File: config.mk
export PLATFORM = sky130hd
export DESIGN_NAME = ysyx_22041211_lsu_hs
export DESIGN_NICKNAME = d
export VERILOG_FILES = /design/src/rtl/ysyx_22041211_lsu_hs_pkg.sv /design/src/rtl/ysyx_22041211_lsu_align.sv /design/src/rtl/ysyx_22041211_lsu_hs.sv
export SDC_FILE = /design/constraint.sdc
export NUM_CORES = 1
export LEC_CHECK = 0
export CAP_MARGIN = 20
export CORE_UTILIZATION = 35
export DETAILED_ROUTE_END_ITERATION = 8
export PLACE_DENSITY = 0.67
export SLEW_MARGIN = 40
export SYNTH_ARGS = -nofsm -noshare
export SYNTH_HDL_FRONTEND = slang
export SYNTH_SLANG_ARGS = --single-unit
File: constraint.sdc
create_clock -name clk -period 6.2 [get_ports clk]
set_input_delay 0.62 -clock clk [delete_from_list [all_inputs] [get_ports clk]]
set_output_delay 0.62 -clock clk [all_outputs]
set_load 0.03 [all_outputs]
File: src/rtl/ysyx_22041211_lsu_hs_pkg.sv
// Shared encodings for the handshaked load/store unit: load/store op codes,
// FSM states and the alignment rule used at capture time.
package ysyx_22041211_lsu_hs_pkg;

  localparam logic [2:0] LOAD_NONE = 3'd0;
  localparam logic [2:0] LB        = 3'd1;
  localparam logic [2:0] LBU       = 3'd2;
  localparam logic [2:0] LH        = 3'd3;
  localparam logic [2:0] LHU       = 3'd4;
  localparam logic [2:0] LW        = 3'd5;

  localparam logic [1:0] STORE_NONE = 2'd0;
  localparam logic [1:0] SB         = 2'd1;
  localparam logic [1:0] SH         = 2'd2;
  localparam logic [1:0] SW         = 2'd3;

  typedef enum logic [1:0] {
    IDLE = 2'd0,
    REQ  = 2'd1,
    RESP = 2'd2,
    DONE = 2'd3
  } lsu_state_e;

  function automatic logic is_load(input logic [2:0] load_type);
    return (load_type >= LB) && (load_type <= LW);
  endfunction

  // Bytes never fault; half-words need bit 0 clear, words need bits 1:0 clear.
  function automatic logic is_misaligned(input logic [2:0] load_type,
                                         input logic [1:0] store_type,
                                         input logic [1:0] off);
    logic half;
    logic word;
    half = (load_type == LH) || (load_type == LHU) || (store_type == SH);
    word = (load_type == LW) || (store_type == SW);
    return (half && off[0]) || (word && (off != 2'b00));
  endfunction

endpackage

File: src/rtl/ysyx_22041211_lsu_align.sv
// Byte-lane steering: store data replication and strobes, load shift and
// sign/zero extension. Purely combinational.
module ysyx_22041211_lsu_align
  import ysyx_22041211_lsu_hs_pkg::*;
#(
  parameter int DATA_LEN = 32,
  localparam int STRB_LEN = DATA_LEN / 8,
  localparam int OFF_LEN = $clog2(STRB_LEN)
) (
  input  logic [OFF_LEN-1:0]  st_off,
  input  logic [1:0]          store_type,
  input  logic [DATA_LEN-1:0] st_data,
  output logic [DATA_LEN-1:0] st_wdata,
  output logic [STRB_LEN-1:0] st_wstrb,
  input  logic [OFF_LEN-1:0]  ld_off,
  input  logic [2:0]          load_type,
  input  logic [DATA_LEN-1:0] ld_raw,
  output logic [DATA_LEN-1:0] ld_data
);

  logic [DATA_LEN-1:0] shifted;

  always_comb begin
    st_wdata = '0;
    st_wstrb = '0;
    case (store_type)
      SB: begin
        st_wdata = {STRB_LEN{st_data[7:0]}};
        st_wstrb = STRB_LEN'(1) << st_off;
      end
      SH: begin
        st_wdata = {(STRB_LEN/2){st_data[15:0]}};
        st_wstrb = STRB_LEN'(3) << st_off;
      end
      SW: begin
        st_wdata = {(DATA_LEN/32){st_data[31:0]}};
        st_wstrb = STRB_LEN'(4'hF) << st_off;
      end
      default: ;
    endcase
  end

  // Sized casts of signed slices give sign extension to the full data width.
  always_comb begin
    shifted = ld_raw >> {ld_off, 3'b000};
    ld_data = '0;
    case (load_type)
      LB:      ld_data = DATA_LEN'($signed(shifted[7:0]));
      LBU:     ld_data = DATA_LEN'(shifted[7:0]);
      LH:      ld_data = DATA_LEN'($signed(shifted[15:0]));
      LHU:     ld_data = DATA_LEN'(shifted[15:0]);
      LW:      ld_data = DATA_LEN'($signed(shifted[31:0]));
      default: ld_data = '0;
    endcase
  end

endmodule

File: src/rtl/ysyx_22041211_lsu_hs.sv
// Load/store unit between EXU and WBU with valid/ready on the upstream, split
// memory request/response and writeback sides.
module ysyx_22041211_lsu_hs
  import ysyx_22041211_lsu_hs_pkg::*;
#(
  parameter int DATA_LEN = 32,
  parameter int ADDR_LEN = 32,
  localparam int STRB_LEN = DATA_LEN / 8,
  localparam int OFF_LEN = $clog2(STRB_LEN)
) (
  input  logic                clk,
  input  logic                rst,
  input  logic                in_valid_i,
  output logic                in_ready_o,
  input  logic [DATA_LEN-1:0] alu_result_i,
  input  logic [DATA_LEN-1:0] mem_wdata_i,
  input  logic [2:0]          load_type_i,
  input  logic [1:0]          store_type_i,
  input  logic                wd_i,
  input  logic [4:0]          wreg_i,
  input  logic [DATA_LEN-1:0] csr_wdata_i,
  output logic                req_valid_o,
  input  logic                req_ready_i,
  output logic                req_wen_o,
  output logic [ADDR_LEN-1:0] req_addr_o,
  output logic [DATA_LEN-1:0] req_wdata_o,
  output logic [STRB_LEN-1:0] req_wstrb_o,
  input  logic                resp_valid_i,
  output logic                resp_ready_o,
  input  logic [DATA_LEN-1:0] resp_rdata_i,
  input  logic                resp_err_i,
  output logic                out_valid_o,
  input  logic                out_ready_i,
  output logic                wd_o,
  output logic [4:0]          wreg_o,
  output logic [DATA_LEN-1:0] wdata_o,
  output logic [DATA_LEN-1:0] csr_wdata_o,
  output logic                memory_inst_o,
  output logic                misalign_o,
  output logic                access_err_o
);

  // Every port is valid/ready: a transfer happens on a rising edge where both
  // are high, and the sender keeps valid and its payload stable until then.

  lsu_state_e          state;
  logic [2:0]          ld_type_q;
  logic [OFF_LEN-1:0]  off_q;

  logic                in_is_load;
  logic [2:0]          in_ld;
  logic [1:0]          in_st;
  logic                in_mem;
  logic                in_misalign;
  logic [ADDR_LEN-1:0] in_addr;
  logic [DATA_LEN-1:0] st_wdata;
  logic [STRB_LEN-1:0] st_wstrb;
  logic [DATA_LEN-1:0] ld_data;

  // A valid load encoding wins if both encodings are set; unknown codes are non-memory.
  always_comb begin
    in_is_load  = is_load(load_type_i);
    in_ld       = in_is_load ? load_type_i : LOAD_NONE;
    in_st       = in_is_load ? STORE_NONE : store_type_i;
    in_mem      = in_is_load || (in_st != STORE_NONE);
    in_misalign = is_misaligned(in_ld, in_st, alu_result_i[1:0]);
    in_addr     = ADDR_LEN'(alu_result_i);
  end

  ysyx_22041211_lsu_align #(.DATA_LEN(DATA_LEN)) u_align (
    .st_off     (alu_result_i[OFF_LEN-1:0]),
    .store_type (in_st),
    .st_data    (mem_wdata_i),
    .st_wdata   (st_wdata),
    .st_wstrb   (st_wstrb),
    .ld_off     (off_q),
    .load_type  (ld_type_q),
    .ld_raw     (resp_rdata_i),
    .ld_data    (ld_data)
  );

  always_ff @(posedge clk) begin
    if (rst) begin
      state         <= IDLE;
      ld_type_q     <= LOAD_NONE;
      off_q         <= '0;
      in_ready_o    <= 1'b1;
      req_valid_o   <= 1'b0;
      req_wen_o     <= 1'b0;
      req_addr_o    <= '0;
      req_wdata_o   <= '0;
      req_wstrb_o   <= '0;
      resp_ready_o  <= 1'b0;
      out_valid_o   <= 1'b0;
      wd_o          <= 1'b0;
      wreg_o        <= '0;
      wdata_o       <= '0;
      csr_wdata_o   <= '0;
      memory_inst_o <= 1'b0;
      misalign_o    <= 1'b0;
      access_err_o  <= 1'b0;
    end else begin
      case (state)
        IDLE: begin
          if (in_valid_i) begin
            in_ready_o    <= 1'b0;
            ld_type_q     <= in_ld;
            off_q         <= alu_result_i[OFF_LEN-1:0];
            wreg_o        <= wreg_i;
            wdata_o       <= alu_result_i;
            csr_wdata_o   <= csr_wdata_i;
            memory_inst_o <= in_mem;
            wd_o          <= wd_i && !(in_mem && in_misalign);
            if (!in_mem || in_misalign) begin
              misalign_o  <= in_mem && in_misalign;
              out_valid_o <= 1'b1;
              state       <= DONE;
            end else begin
              req_valid_o <= 1'b1;
              req_wen_o   <= (in_st != STORE_NONE);
              req_addr_o  <= {in_addr[ADDR_LEN-1:OFF_LEN], {OFF_LEN{1'b0}}};
              req_wdata_o <= st_wdata;
              req_wstrb_o <= st_wstrb;
              state       <= REQ;
            end
          end
        end
        REQ: begin
          if (req_ready_i) begin
            req_valid_o  <= 1'b0;
            resp_ready_o <= 1'b1;
            state        <= RESP;
          end
        end
        RESP: begin
          if (resp_valid_i) begin
            resp_ready_o <= 1'b0;
            access_err_o <= resp_err_i;
            if (resp_err_i) wd_o <= 1'b0;
            if (ld_type_q != LOAD_NONE) wdata_o <= ld_data;
            out_valid_o  <= 1'b1;
            state        <= DONE;
          end
        end
        DONE: begin
          if (out_ready_i) begin
            out_valid_o   <= 1'b0;
            misalign_o    <= 1'b0;
            access_err_o  <= 1'b0;
            memory_inst_o <= 1'b0;
            in_ready_o    <= 1'b1;
            state         <= IDLE;
          end
        end
        default: state <= IDLE;
      endcase
    end
  end

endmodule
==> results of run 1 <==
-- flip-flops by register name, indices dropped and copies added, names as in the netlist, 2 cells and up --
signal / cells
wdata_o: 32
wreg_o: 5
req_wstrb_o: 4
req_wdata_o: 32
req_addr_o: 30
state: 2
off_q: 2
csr_wdata_o: 32
ld_type_q: 3
-- metal layers --
metal | vias up | wire length, µm | share of wire
met5 | - | 0 | 0
met4 | 0 | 442 | 0.019
met3 | 26 | 1310 | 0.055
met2 | 254 | 11100 | 0.47
met1 | 3301 | 10900 | 0.46
li1 | 3533 | - | -
-- cells by family (layout without fill, tap and decap cells) --
| family | Yosys count | after routing | synth area share |
|---|---|---|---|
| muxes | 68 | 68 | 0.100 |
| adders and majority gates | 4 | 4 | 0.00702 |
| DFF | 151 | 151 | 0.424 |
| other | 1 | 4 | 0.000526 |
| and+or+nand+nor | 315 | 315 | 0.187 |
| buffers and inverters | 82 | 338 | 0.0571 |
| AOI/OAI and AO/OA | 237 | 237 | 0.224 |
-- final cells by class --
class | instances | area (µm²) | area share
Inverter | 7 | 26.3 | 0.00247
Antenna cell | 2 | 5.00 | 0.000470
Clock buffer | 17 | 425 | 0.0399
Clock inverter | 15 | 155 | 0.0146
Timing Repair Buffer | 299 | 2970 | 0.279
Tap cell | 265 | 332 | 0.0311
Multi-Input combinational cell | 626 | 3720 | 0.349
Sequential cell | 151 | 3020 | 0.284
-- stage by stage --
stage	power [W]	utilization	setup slack (ns)
2_1_floorplan	0.00261	-	4.03
3_3_place_gp	0.00327	0.510	3.06
3_5_place_dp	0.00329	0.510	2.99
4_1_cts	0.00435	0.539	3.45
5_1_grt	0.00457	0.540	3.32
6_report	0.00432	0.540	3.47
-- worst register-to-register path: stages (launching register included) --
cell      delay (ns)
dfxtp_1         0.34
inv_1           0.10
ha_1            0.42
nand2_4         0.41
a211oi_1        0.35
o221a_2         0.67
a22oi_1         0.14
nor2_1          0.14
-- worst min path at each step --
stage | end
after global placement | req_wdata_o[8]
final | req_wdata_o[8]
after CTS | req_wdata_o[8]
after detailed placement | req_wdata_o[8]
after global routing | csr_wdata_o[30]
after floorplan | ld_type_q[0]
-- placed cells by master, fill, tap and decap left out, types with 3 or more instances in the layout --
master             n
nand3b_1           3
a311oi_1           8
a22o_1             3
clkdlybuf4s50_1  288
a22oi_1           30
nor2b_1           15
mux2_2            16
nor3_1            14
inv_8              4
a2bb2oi_1          7
nand3_1           21
dfxtp_1          151
a211oi_1          11
a221oi_1           8
inv_1              6
nand2b_1           4
and2_1             4
nand2_1          140
a211o_1            6
ha_1               4
o211ai_1          10
clkbuf_16         17
a21oi_1           94
o21ai_0           24
o221ai_1           6
a31oi_1            8
inv_6              7
nor3b_1            3
mux2i_1           51
nor2_1           101
buf_4             10
-- power by group through the flow --
stage / clock (W) / sequential [W] / combinational, W
after floorplan: 0 / 0.00165 / 0.000951
after global placement: 0 / 0.00130 / 0.00197
after detailed placement: 0 / 0.00130 / 0.00199
after CTS: 0.00107 / 0.00128 / 0.00200
after global routing: 0.00111 / 0.00131 / 0.00215
final: 0.00104 / 0.00128 / 0.00199
==> flow_metrics.py, run 1 <==
metrics = {
    "route": {
        "drt_iter0_markers": 451,
        "drc": 0,
        "detail-route-antenna-nets": 0,
        "wl_per_cell_um": 17.2,
        "vias": 7114,
        "first_pass_iters": 4,
        "avgViaCountPerCell": 5.15,
        "wl_um": 23800,
    },
    "grt": {
        "use_met3": 0.0477,
        "met2_usage": 0.349,
        "grt_pass1_wl_um": 36300,
        "grt_util_met1": 0.310,
        "first_global_vias": 6631,
        "grt_overflow": 0,
        "grt_usage": 0.224,
        "grt_max_degree": 78,
        "top_usage_layer": "met2",
        "antenna_found_initial": 1,
    },
    "worst_setup_path": {
        "cp_cell_sequence": "clkdlybuf4s50_1 -> or3_4 -> o211a_4 -> o2111ai_4 -> buf_4 -> mux2i_1 -> nor2_1",
        "crit_path_start": "load_type_i[1]",
        "path_buf_inv": 2,
        "crit_family": "buffers and inverters",
        "critical-path-max-stage-delay_ns": 0.60,
        "critPathArrivalTime_ns": 3.03,
        "cp.depth": 7,
        "cp.required_ns": 6.49,
        "critical_path_class": "in2reg",
        "crit_end": "req_addr_o[7]",
        "r2r_cells": 7,
        "rr_startpoint": "state[0]",
        "critPathCaptureType": "register",
        "reg2reg_to": "req_wdata_o[3]",
        "rrSetupSlack_ns": 3.56,
        "cp-start-kind": "input port",
        "crit_fanout": 33,
        "cp_slowest_cell": "clkdlybuf4s50_1",
    },
    "cts": {
        "cts.repair.resized": 0,
        "cts_tree": "yes",
        "clk_pin_slew_worst_paths_ns": 0.07,
        "cts-root-buf": "clkbuf_16",
        "cts_setup_buffers": 0,
        "clock_latency_ns": 0.43,
        "cts.sinks": 151,
        "cts_buffers": 17,
        "cts_buffer_depth": 2,
        "cts_hold_buf": 0,
        "htreeDepth": 4,
    },
    "logic_synthesis": {
        "async_flop_share": 0,
        "synth-edff-count": 0,
        "synth_cell_type_count": 60,
        "synth_area_leaders": "dfxtp_1, nand2_1, mux2i_1",
        "syn-cell-area_mm2": 0.00713,
        "yosysMostFrequentCell": "dfxtp_1",
        "yosys_warnings": 0,
        "syn_avg_cell_area_um2": 8.31,
        "yosysTopAreaCell": "dfxtp_1",
        "seq_area_frac_synth": 0.424,
        "ys_seq_elements": 151,
        "ys.flop_type": "dfxtp_1",
        "netlist_instances": 858,
        "synth_common_cells": "dfxtp_1, nand2_1, nor2_1",
        "synthDominantCellAreaShare": 0.424,
    },
    "placed_design": {
        "gp_congestion": 0.864,
        "portBuffers": 289,
        "post-place-cells": 1348,
        "dp_hpwl_um": 16700,
        "place_area_mm2": 0.0101,
    },
    "timing": {
        "tightest_slew_ns": 0.737,
        "setup_violations": 0,
        "tns_ns": 0,
        "hold_viol_final": 0,
        "clock_skew_ns": 0.00890,
        "fin_crit_sh": 0.441,
        "rsz0062_at_grt": "false",
        "hold_ws_ns": 0.450,
        "drv_slew": 0,
        "slew_headroom": 0.494,
        "finalCriticalPeriod_ns": 2.73,
        "fmax_mhz": 366,
    },
    "floorplan": {
        "num_rows": 51,
        "die_y_um": 145,
        "fp.coreArea_mm2": 0.0197,
        "start_util": 0.361,
        "die_w_um": 145,
        "dieArea_mm2": 0.0209,
        "ios": 292,
    },
    "power": {
        "ir_drop_mv": 0.205,
        "p_leak_nw": 3.98,
        "p_comb_frac": 0.461,
        "powerDensity_mw_per_mm2": 405,
        "p_switching_w": 0.00180,
        "switching_share": 0.417,
        "pwr-share-seq": 0.298,
        "internal-power_w": 0.00252,
        "p_clk_frac": 0.241,
    },
    "layout": {
        "fin_nets": 1252,
        "fill_cells": 1815,
        "area_growth_syn_to_layout_pct": 49.5,
        "final_cell_area_mm2": 0.0107,
        "final_layout_size_suffix_gt1_frac": 0.0664,
        "fin_cells": 1382,
    },
    "worst_hold_path": {
        "min_path_cells": 2,
        "min-delay-start": "req_wdata_o[8]",
        "hold_path.class": "reg2reg",
    },
    "outcome": {
        "status": "completed",
    },
    "run": {
        "maxCapViolations": 0,
    },
}
No activity file was read; power rests on OpenSTA's default activity.
==> inputs of run 2 (changes only) <==
--- a/config.mk
+++ b/config.mk
@@ -8,7 +8,7 @@
 export CAP_MARGIN = 20
 export CORE_UTILIZATION = 35
 export DETAILED_ROUTE_END_ITERATION = 8
-export PLACE_DENSITY = 0.67
+export PLACE_DENSITY = 0.7
 export SLEW_MARGIN = 40
 export SYNTH_ARGS = -nofsm -noshare
 export SYNTH_HDL_FRONTEND = slang
==> constraint.sdc (replaced) <==
create_clock -name clk -period 2.43 [get_ports clk]
set_input_delay 0.243 -clock clk [delete_from_list [all_inputs] [get_ports clk]]
set_output_delay 0.243 -clock clk [all_outputs]
set_load 0.03 [all_outputs]
==> run 2 against run 1 <==
  * Die area is the same
  * Cell count grew 2.2%
  * Flip-flop and latch count is the same
  * Non-clock buffer count grew 33
  * Global-route usage is essentially flat
  * Clock skew is essentially flat
  * Critical path depth grew 1
==> flow_metrics.py, run 2 (synthesized netlist as in run 1, its figures left out) <==
metrics = {
    "grt": {
        "antenna_found_initial": 0,
        "grt_pass1_wl_um": 36400,
        "grt_max_degree": 55,
        "grt_usage": 0.225,
        "grt_overflow": 0,
        "first_global_vias": 6777,
    },
    "outcome": {
        "status": "completed",
    },
    "power": {
        "ir_drop_mv": 0.605,
        "p_leak_nw": 4.14,
        "p_total_w": 0.0112,
        "powerDensity_mw_per_mm2": 1030,
    },
    "timing": {
        "setup_violations": 0,
        "hold_ws_ns": 0.280,
        "tns_ns": 0,
        "clock_skew_ns": 0.00846,
        "drv_slew": 0,
        "slew_headroom": 0.580,
        "rsz0062_at_grt": "false",
        "tightest_slew_ns": 0.631,
        "fin_crit_sh": 0.904,
        "fmax_mhz": 455,
        "hold_viol_final": 0,
        "finalCriticalPeriod_ns": 2.20,
    },
    "worst_setup_path": {
        "rr_startpoint": "state[0]",
        "crit_fanout": 29,
        "rrSetupSlack_ns": 0.23,
        "r2r_cells": 8,
        "cp_slowest_cell": "o221a_2",
        "cp_cell_sequence": "inv_1 -> ha_1 -> buf_4 -> nand2_2 -> a211oi_1 -> o221a_2 -> a22oi_1 -> nor2_1",
        "critPathArrivalTime_ns": 2.55,
        "cp.depth": 8,
        "crit_family": "compound AO/OA/AOI/OAI gates",
        "cp-start-kind": "register",
        "cp.required_ns": 2.78,
        "critical-path-max-stage-delay_ns": 0.64,
        "crit_path_start": "state[0]",
        "reg2reg_to": "req_wstrb_o[2]",
        "critical_path_class": "reg2reg",
        "path_buf_inv": 2,
        "critPathCaptureType": "register",
        "crit_end": "req_wstrb_o[2]",
    },
    "placed_design": {
        "portBuffers": 289,
        "dp_hpwl_um": 17500,
        "gp_congestion": 0.842,
        "place_area_mm2": 0.0103,
    },
    "cts": {
        "cts-root-buf": "clkbuf_16",
        "cts_tree": "yes",
        "cts_buffers": 17,
        "htreeDepth": 4,
        "clock_latency_ns": 0.42,
        "cts.sinks": 151,
        "cts_setup_buffers": 0,
        "cts_hold_buf": 0,
        "cts.repair.resized": 0,
        "cts_buffer_depth": 2,
        "clk_pin_slew_worst_paths_ns": 0.06,
    },
    "route": {
        "wl_um": 23900,
        "drc": 0,
        "vias": 7253,
        "avgViaCountPerCell": 5.13,
        "detail-route-antenna-nets": 0,
        "drt_iter0_markers": 455,
        "first_pass_iters": 6,
        "wl_per_cell_um": 16.9,
    },
    "layout": {
        "fin_nets": 1285,
        "final_common_cell": "clkdlybuf4s50_1",
        "reg_top3": "csr_wdata_o (32), req_wdata_o (32), wdata_o (32)",
        "fin_util": 0.554,
        "final_cell_area_mm2": 0.0109,
        "layout_common_cells": "clkdlybuf4s50_1, dfxtp_1, nand2_1",
        "area_growth_syn_to_layout_pct": 53.3,
        "antennaDiodeCount": 0,
        "final_layout_size_suffix_gt1_frac": 0.0897,
    },
    "floorplan": {
        "fp.coreArea_mm2": 0.0197,
        "num_rows": 51,
        "ios": 292,
        "die_y_um": 145,
        "dieArea_mm2": 0.0209,
        "die_w_um": 145,
        "start_util": 0.361,
    },
    "worst_hold_path": {
        "hold_path.class": "in2reg",
    },
    "run": {
        "maxCapViolations": 0,
    },
}
## run 2: layer usage
layer | routed length, µm | part of all wire | global-route usage | vias up
met3 | 1270 | 0.053 | 0.0487 | 27
li1 | - | - | - | 3594
met5 | 0 | 0 | 0 | -
met2 | 11100 | 0.47 | 0.352 | 238
met4 | 464 | 0.019 | 0.0654 | 0
met1 | 11000 | 0.46 | 0.308 | 3394
## run 2: report_power, final
part,switching (W),internal [W],total [W]
Sequential,0.000291,0.00299,0.00329
Clock,0.00110,0.00148,0.00258
Combinational,0.00317,0.00219,0.00536
Total,0.00456,0.00667,0.0112
## run 2: area by class of cell
class                           count  area (µm²)
Clock buffer                       21         460
Clock inverter                     11         115
Fill cell                        1806        8790
Inverter                            7        26.3
Multi-Input combinational cell    626        3710
Sequential cell                   151        3020
Tap cell                          265         332
Timing Repair Buffer              332        3260
## run 2: worst min-delay path by stage
stage | from | slack, ns | endpoint | cells past startpoint
2_1_floorplan | csr_wdata_i[0] | 0.38 | csr_wdata_o[0] | 2
3_3_place_gp | req_wdata_o[8] | 0.44 | req_wdata_o[8] | 2
3_5_place_dp | req_wdata_o[11] | 0.44 | req_wdata_o[11] | 2
4_1_cts | rst | 0.28 | req_wdata_o[25] | 2
5_1_grt | rst | 0.32 | req_wdata_o[24] | 2
6_report | rst | 0.28 | req_wdata_o[29] | 2
## run 2: worst reg2reg max path, stage by stage, from the launching register on
cell	delay, ns
dfxtp_1	0.33
inv_1	0.10
ha_1	0.27
buf_4	0.18
nand2_2	0.12
a211oi_1	0.20
o221a_2	0.64
a22oi_1	0.16
nor2_1	0.13
## run 2: stage by stage
step,worst slack (ns),std cells
2_1_floorplan,0.429,859
3_3_place_gp,0.0902,1381
3_5_place_dp,0.0373,1381
4_1_cts,0.121,1413
5_1_grt,0.0116,1413
6_report,0.233,1413
